===== src/rtl/huff_pkg.sv =====
// Shared defaults and FSM encoding for the canonical Huffman decode path.
package huff_pkg;

  localparam int SYM_W_DEF   = 8;
  localparam int MAX_LEN_DEF = 16;
  localparam int LEN_W_DEF   = 5;

  localparam logic [2:0] ST_IDLE   = 3'd0;
  localparam logic [2:0] ST_LOAD   = 3'd1;
  localparam logic [2:0] ST_CHECK  = 3'd2;
  localparam logic [2:0] ST_DECODE = 3'd3;
  localparam logic [2:0] ST_ERR    = 3'd4;

endpackage


===== src/rtl/huff_sym_mem.sv =====
// Canonical-order symbol table: synchronous write, combinational read, contents not reset.
module huff_sym_mem #(
  parameter int SYM_W = 8
) (
  input  logic             clk,
  input  logic             we,
  input  logic [SYM_W-1:0] waddr,
  input  logic [SYM_W-1:0] wdata,
  input  logic [SYM_W-1:0] raddr,
  output logic [SYM_W-1:0] rdata
);

  logic [SYM_W-1:0] mem_q [0:(1<<SYM_W)-1];

  // Table write port
  always_ff @(posedge clk) begin
    if (we) begin
      mem_q[waddr] <= wdata;
    end
  end

  assign rdata = mem_q[raddr];

endmodule


===== src/rtl/huff_canon_decoder.sv =====
// Bit-serial canonical Huffman decoder: load counts and symbols, validate the
// length histogram, then decode one MSB-first bit per cycle.
module huff_canon_decoder
  import huff_pkg::*;
#(
  parameter int SYM_W   = SYM_W_DEF,
  parameter int MAX_LEN = MAX_LEN_DEF,
  parameter int LEN_W   = LEN_W_DEF
) (
  input  logic             clk,
  input  logic             rst_n,
  input  logic             cfg_start,
  input  logic             cnt_we,
  input  logic [LEN_W-1:0] cnt_len,
  input  logic [SYM_W:0]   cnt_val,
  input  logic             sym_we,
  input  logic [SYM_W-1:0] sym_addr,
  input  logic [SYM_W-1:0] sym_val,
  input  logic             cfg_done,
  output logic             tbl_ready,
  input  logic             bit_valid,
  input  logic             bit_data,
  output logic             bit_ready,
  output logic             sym_valid,
  output logic [SYM_W-1:0] sym_data,
  output logic [LEN_W-1:0] sym_len,
  input  logic             sym_ready,
  output logic             err
);

  localparam int CW = MAX_LEN + 1;
  localparam int LW = MAX_LEN + 2;
  localparam int AW = SYM_W + 1;

  logic [2:0]       state_q, state_d;
  logic [SYM_W:0]   cnt_q [1:MAX_LEN];
  logic [LW-1:0]    left_q, left_d;
  logic [LEN_W-1:0] chk_len_q, chk_len_d;
  logic             nz_q, nz_d;
  logic [CW-1:0]    code_q, code_d, first_q, first_d;
  logic [AW-1:0]    index_q, index_d;
  logic [LEN_W-1:0] len_q, len_d;
  logic             sym_valid_q, sym_valid_d;
  logic [SYM_W-1:0] sym_data_q, sym_data_d;
  logic [LEN_W-1:0] sym_len_q, sym_len_d;
  logic             err_q, err_d;
  logic             tbl_ready_q, tbl_ready_d;

  logic [LEN_W-1:0] sel_len_s;
  logic [SYM_W:0]   cur_cnt_s;
  logic [LW-1:0]    left_n_s;
  logic [CW-1:0]    code_c_s, diff_s;
  logic             match_s, accept_s, any_nz_s;
  logic [SYM_W-1:0] mem_addr_s, mem_rdata_s;
  logic             mem_we_s, cnt_wr_s;

  assign bit_ready = (state_q == ST_DECODE) & (~sym_valid_q | sym_ready);
  assign accept_s  = bit_valid & bit_ready;
  assign mem_we_s  = sym_we & (state_q == ST_LOAD) & ~cfg_start;
  assign cnt_wr_s  = cnt_we & (state_q == ST_LOAD);

  // One count mux serves both the histogram check and the decode walk
  assign sel_len_s = (state_q == ST_CHECK) ? chk_len_q : len_q;
  always_comb begin
    cur_cnt_s = '0;
    for (int l = 1; l <= MAX_LEN; l++) begin
      cur_cnt_s = (sel_len_s == LEN_W'(l)) ? cnt_q[l] : cur_cnt_s;
    end
  end

  assign left_n_s   = (left_q << 1) - LW'(cur_cnt_s);
  assign any_nz_s   = nz_q | (cur_cnt_s != '0);
  assign code_c_s   = code_q | CW'(bit_data);
  assign diff_s     = code_c_s - first_q;
  assign match_s    = diff_s < CW'(cur_cnt_s);
  assign mem_addr_s = SYM_W'(index_q + AW'(diff_s));

  huff_sym_mem #(.SYM_W(SYM_W)) u_sym_mem (
    .clk   (clk),
    .we    (mem_we_s),
    .waddr (sym_addr),
    .wdata (sym_val),
    .raddr (mem_addr_s),
    .rdata (mem_rdata_s)
  );

  // Next-state logic for FSM, histogram check and decode walk
  always_comb begin
    state_d     = state_q;
    left_d      = left_q;
    chk_len_d   = chk_len_q;
    nz_d        = nz_q;
    code_d      = code_q;
    first_d     = first_q;
    index_d     = index_q;
    len_d       = len_q;
    sym_valid_d = sym_valid_q;
    sym_data_d  = sym_data_q;
    sym_len_d   = sym_len_q;
    err_d       = err_q;
    tbl_ready_d = tbl_ready_q;
    if (cfg_start) begin
      state_d     = ST_LOAD;
      err_d       = 1'b0;
      tbl_ready_d = 1'b0;
      sym_valid_d = 1'b0;
      code_d      = '0;
      first_d     = '0;
      index_d     = '0;
      len_d       = LEN_W'(1);
    end else begin
      case (state_q)
        ST_IDLE: begin
          state_d = ST_IDLE;
        end
        ST_LOAD: begin
          if (cfg_done) begin
            state_d   = ST_CHECK;
            left_d    = LW'(1);
            chk_len_d = LEN_W'(1);
            nz_d      = 1'b0;
          end else begin
            state_d = ST_LOAD;
          end
        end
        ST_CHECK: begin
          left_d = left_n_s;
          nz_d   = any_nz_s;
          // Sign bit set means more codes than the code space at this length
          if (left_n_s[LW-1]) begin
            state_d = ST_ERR;
            err_d   = 1'b1;
          end else if (chk_len_q == LEN_W'(MAX_LEN)) begin
            if (any_nz_s) begin
              state_d     = ST_DECODE;
              tbl_ready_d = 1'b1;
            end else begin
              state_d = ST_ERR;
              err_d   = 1'b1;
            end
          end else begin
            chk_len_d = chk_len_q + LEN_W'(1);
          end
        end
        ST_DECODE: begin
          if (sym_valid_q && sym_ready) begin
            sym_valid_d = 1'b0;
          end else begin
            sym_valid_d = sym_valid_q;
          end
          if (accept_s) begin
            if (match_s) begin
              sym_valid_d = 1'b1;
              sym_data_d  = mem_rdata_s;
              sym_len_d   = len_q;
              code_d      = '0;
              first_d     = '0;
              index_d     = '0;
              len_d       = LEN_W'(1);
            end else if (len_q == LEN_W'(MAX_LEN)) begin
              state_d     = ST_ERR;
              err_d       = 1'b1;
              tbl_ready_d = 1'b0;
              sym_valid_d = 1'b0;
            end else begin
              index_d = index_q + AW'(cur_cnt_s);
              first_d = (first_q + CW'(cur_cnt_s)) << 1;
              code_d  = code_c_s << 1;
              len_d   = len_q + LEN_W'(1);
            end
          end else begin
            code_d = code_q;
          end
        end
        ST_ERR: begin
          sym_valid_d = 1'b0;
          tbl_ready_d = 1'b0;
        end
        default: begin
          state_d = ST_IDLE;
        end
      endcase
    end
  end

  // Per-length code counts, cleared on every reload
  always_ff @(posedge clk or negedge rst_n) begin
    if (!rst_n) begin
      for (int l = 1; l <= MAX_LEN; l++) cnt_q[l] <= '0;
    end else if (cfg_start) begin
      for (int l = 1; l <= MAX_LEN; l++) cnt_q[l] <= '0;
    end else if (cnt_wr_s) begin
      for (int l = 1; l <= MAX_LEN; l++) begin
        if (cnt_len == LEN_W'(l)) cnt_q[l] <= cnt_val;
      end
    end
  end

  // State and datapath registers
  always_ff @(posedge clk or negedge rst_n) begin
    if (!rst_n) begin
      state_q     <= ST_IDLE;
      left_q      <= '0;
      chk_len_q   <= '0;
      nz_q        <= 1'b0;
      code_q      <= '0;
      first_q     <= '0;
      index_q     <= '0;
      len_q       <= LEN_W'(1);
      sym_valid_q <= 1'b0;
      sym_data_q  <= '0;
      sym_len_q   <= '0;
      err_q       <= 1'b0;
      tbl_ready_q <= 1'b0;
    end else begin
      state_q     <= state_d;
      left_q      <= left_d;
      chk_len_q   <= chk_len_d;
      nz_q        <= nz_d;
      code_q      <= code_d;
      first_q     <= first_d;
      index_q     <= index_d;
      len_q       <= len_d;
      sym_valid_q <= sym_valid_d;
      sym_data_q  <= sym_data_d;
      sym_len_q   <= sym_len_d;
      err_q       <= err_d;
      tbl_ready_q <= tbl_ready_d;
    end
  end

  assign sym_valid = sym_valid_q;
  assign sym_data  = sym_data_q;
  assign sym_len   = sym_len_q;
  assign err       = err_q;
  assign tbl_ready = tbl_ready_q;

endmodule


===== config.mk =====
export PLATFORM = sky130hd
export DESIGN_NAME = huff_canon_decoder
export DESIGN_NICKNAME = d
export VERILOG_FILES = /design/src/rtl/huff_pkg.sv /design/src/rtl/huff_sym_mem.sv /design/src/rtl/huff_canon_decoder.sv
export SDC_FILE = /design/constraint.sdc
export NUM_CORES = 2
export LEC_CHECK = 0
export CAP_MARGIN = 20
export CORE_ASPECT_RATIO = 0.5
export CORE_MARGIN = 1.5
export CORE_UTILIZATION = 40
export DETAILED_ROUTE_END_ITERATION = 8
export SLEW_MARGIN = 10
export SYNTH_ARGS = -nofsm -noshare
export SYNTH_HDL_FRONTEND = slang
export SYNTH_SLANG_ARGS = --single-unit
export TNS_END_PERCENT = 30

===== constraint.sdc =====
create_clock -name clk -period 7.4 [get_ports clk]
set_input_delay 1.48 -clock clk [delete_from_list [all_inputs] [get_ports clk]]
set_output_delay 1.48 -clock clk [all_outputs]
set_load 0.1 [all_outputs]

==> run metrics <==
crit path DAT about 7.4 ns; die width just under 700 µm; insertion delay to the later sink of the worst-skew pair about 0.85 ns; CP Class reg2reg; row count 124; Tightest Pin Transition approximately 1.5 ns; Syn Area/Cell 19.85 µm²; CP Cell Sequence nor3b_2 > mux2_2 > and2_1 > a221o_1 > a221oi_1 > o21ai_1 > inv_1 > ha_1 > nand4_1 > nor2_1 > a2111oi_0 > nand4b_1 > a211oi_1 > nand4_1 > a2111oi_4 > nor2b_1 > o21ba_2 > buf_4 > o31ai_1; total gr overflow 0; Die ar. roughly 230,000 µm²; via count about 46k; synth unique cells 87; asr flop ratio synth 0.1014; IO Count 56; FF+latch count, synth approximately 2.3k; Worst Path Max Fanout 43; CP endpoint kind flip-flop; WL/cell around 28 µm; Post-DRT Antenna Nets 0; Fin Hold WS roughly 0.5 ns; Setup crit start kind flip-flop; fmax roughly 150 MHz; status finished, final reports clean; antenna violations before repair 9; Most used DFF post-synth edfxtp_1; Via density between 5 and 6; CTS Buf Count between 200 and 250; clk buf depth 4; MaxCap Viol Count 0; Max stage delay cell, worst path nor3b_2; max incr delay on CP slightly below 1 ns; register area share after synthesis 0.7258; first-pass GRT wire length 335,800 µm; CTS HTree Levels 4; CP top delay family compound AO/OA/AOI/OAI gates; Setup TNS 0 ns; Syn Nets 4,771; Worst Hold Class reg2reg; Syn. warnings 0; Routability Congestion a little under 0.9; Layout area overhead 12.31%; Synth Instances 4,670; Final Net Count 4,914; Post-synth EDFFs ~2k; Final period util 0.9018; Die Y about 340 µm; worst path buffer plus inverter count 2; DRT Pass-1 Iters 8; cell area after synthesis approximately 93,000 µm²; core area between 200,000 and 250,000 µm²; CTS tree yes; VDD IR max roughly 0.21 mV; Crit path top cell by count nand4_1; final hold viol count 0; total global-route track usage 0.1942; Pwr Density about 290 nW/µm²; root buf cell clkbuf_16; DRC 0; share of layout cells above drive strength 1 0.2351; drt initial violations 5,354; Initial Utilization 0.4040; Clock Skews about 0.066 ns; RSZ-0062 raised after global routing no; Final setup viols 0; CTS clk-pin slew, worst paths roughly 0.07 ns; CTS sink count around 2.3k; Routed WL approximately 230,000 µm; CP required between 8 and 9 ns; post-detail-place hpwl roughly 140,000 µm; Resized Gates After CTS 0; IO buf count between 50 and 60; vias in the first global route about 48k; Hold Buf Count CTS 0; Pleak about 33 nW; Period minus WS final around 6.7 ns; Final Slew Violations 0; pin count of the biggest net entering global routing 170; Slew HR 0.03298; postcts setup bufs 0
## worst paths after layout
| path | slack [ns] | from | endpoint | cells past startpoint |
|---|---|---|---|---|
| max | 0.73 | state_q[2] | index_q[5] | 19 |
| min | 0.50 | sym_len[1] | sym_len[1] | 2 |
| max reg2reg | 0.73 | state_q[2] | index_q[5] | 19 |
| min reg2reg | 0.50 | sym_len[1] | sym_len[1] | 2 |
| max in group asynchronous | 5.33 | rst_n | cnt_q[73] | 2 |
| min in group asynchronous | 0.65 | rst_n | left_q[11] | 1 |
## kinds of logic after synthesis
family | Yosys count | synth area share
compound gates | 328 | 0.02602
xor+xnor | 48 | 0.004535
fa+ha+maj | 62 | 0.008773
buf+inv | 325 | 0.01394
flops | 2279 | 0.7258
mux | 852 | 0.1834
simple gates | 776 | 0.03762
## cell usage after synthesis, types with 6 or more instances
master    instances  area [µm²]
a21o_1           12       90.09
clkbuf_1        175       656.9
nand2b_1         19       118.9
mux2_2           11       123.9
xnor2_1          32       280.3
nand3_1          37       185.2
and2_1           14       87.58
a221oi_1          7       61.31
and3_1           11       68.82
nor4bb_1          7       70.07
o21bai_1         13       97.59
edfxtp_1       2048       61500
nor2_1          476        1787
mux2i_1         161        1612
xor2_1           16       140.1
nor4_1            7       43.79
o21a_1           10       75.07
dfrtp_1         230        5756
a21oi_1          58       290.3
nand2_1          87       326.6
nor3b_1           7       52.55
ha_1             57       713.2
inv_1            60       225.2
a22oi_1           9       67.56
o22ai_1          23       143.9
a31oi_1           7       43.79
a22o_1           48       420.4
mux2_4            7       105.1
buf_2            10       50.05
a221o_1           6       60.06
nor3_1           21       105.1
mux4_2          672       15130
a211oi_1         16       120.1
buf_6             8       90.09
o21ai_0          37       185.2
buf_1            72       270.3
nor2b_1          31       193.9
nand4_1          22       137.6
a222oi_1          6       60.06
o31ai_1          17       127.6
## through the flow
step / worst slack, ns / utilization / total power, mW / cell area [µm²] / instances
final: 0.7268 / 0.4537 / 29.99 / 104100 / 8066
after global routing: 0.5156 / 0.4537 / 30.93 / 104100 / 8063
after CTS: 0.8581 / 0.4535 / 30.17 / 104100 / 8061
after detailed placement: 0.6205 / 0.4253 / 19.74 / 97600 / 7686
after global placement: 0.5830 / 0.4252 / 19.68 / 97580 / 7683
after floorplan: 2.011 / - / 17.84 / 92700 / 4670
## worst register-to-register path: cells and delay by family (launching register included)
| kind | cells | cell delay, ns |
|---|---|---|
| adders and majority gates | 1 | 0.26 |
| buffers and inverters | 2 | 0.50 |
| and+or+nand+nor | 7 | 1.95 |
| DFF | 1 | 0.50 |
| AOI/OAI and AO/OA | 8 | 2.96 |
| muxes | 1 | 0.44 |
## where the power goes
part | total [mW] | internal [mW] | switching [mW]
registers | 14.3 | 14.1 | 0.172
logic | 5.18 | 2.19 | 2.98
clock network | 10.5 | 5.81 | 4.71
total | 30.0 | 22.1 | 7.87
## sequential cells by signal, summed over array words and instances (netlist names)
name,cells
sym_valid,1
index_q,8
sym_data,8
chk_len_q,5
first_q,16
nz_q,1
u_sym_mem.mem_q,2048
sym_len,5
state_q,3
code_q,16
len_q,5
tbl_ready,1
err,1
left_q,17
cnt_q,144
## routing by layer
| metal | GRT usage | share of wire |
|---|---|---|
| met1 | 0.2770 | 0.43 |
| met2 | 0.3182 | 0.48 |
| met3 | 0.03259 | 0.069 |
| met4 | 0.04010 | 0.020 |
| met5 | 0 | 0.000048 |
## area by class of cell
cell class	count	area, µm²
Fill cell	19100	125400
Sequential cell	2279	67280
Multi-Input combinational cell	2066	24280
Clock buffer	260	5535
Tap cell	3087	3862
Timing Repair Buffer	196	1988
Clock inverter	115	933.4
Inverter	60	225.2
Antenna cell	3	7.507
## layout by cell type, fill, tap and decap left out, types with 16 or more instances in the layout
| cell | count |
|---|---|
| edfxtp_1 | 2048 |
| mux4_2 | 672 |
| nor2_1 | 475 |
| dfrtp_1 | 230 |
| clkbuf_16 | 212 |
| mux2i_1 | 161 |
| buf_4 | 115 |
| nand2_1 | 78 |
| inv_1 | 60 |
| a21oi_1 | 58 |
| ha_1 | 56 |
| clkinv_1 | 51 |
| a22o_1 | 48 |
| clkdlybuf4s50_1 | 45 |
| clkbuf_1 | 43 |
| o21ai_0 | 37 |
| clkinv_2 | 37 |
| nor2b_1 | 31 |
| nand3_1 | 31 |
| xnor2_1 | 26 |
| buf_12 | 25 |
| o22ai_1 | 23 |
| nand4_1 | 22 |
| nand2b_1 | 19 |
| nor3_1 | 18 |
| o31ai_1 | 17 |
| a211oi_1 | 16 |
| xor2_1 | 16 |
Power figures use the tool's default switching activity.
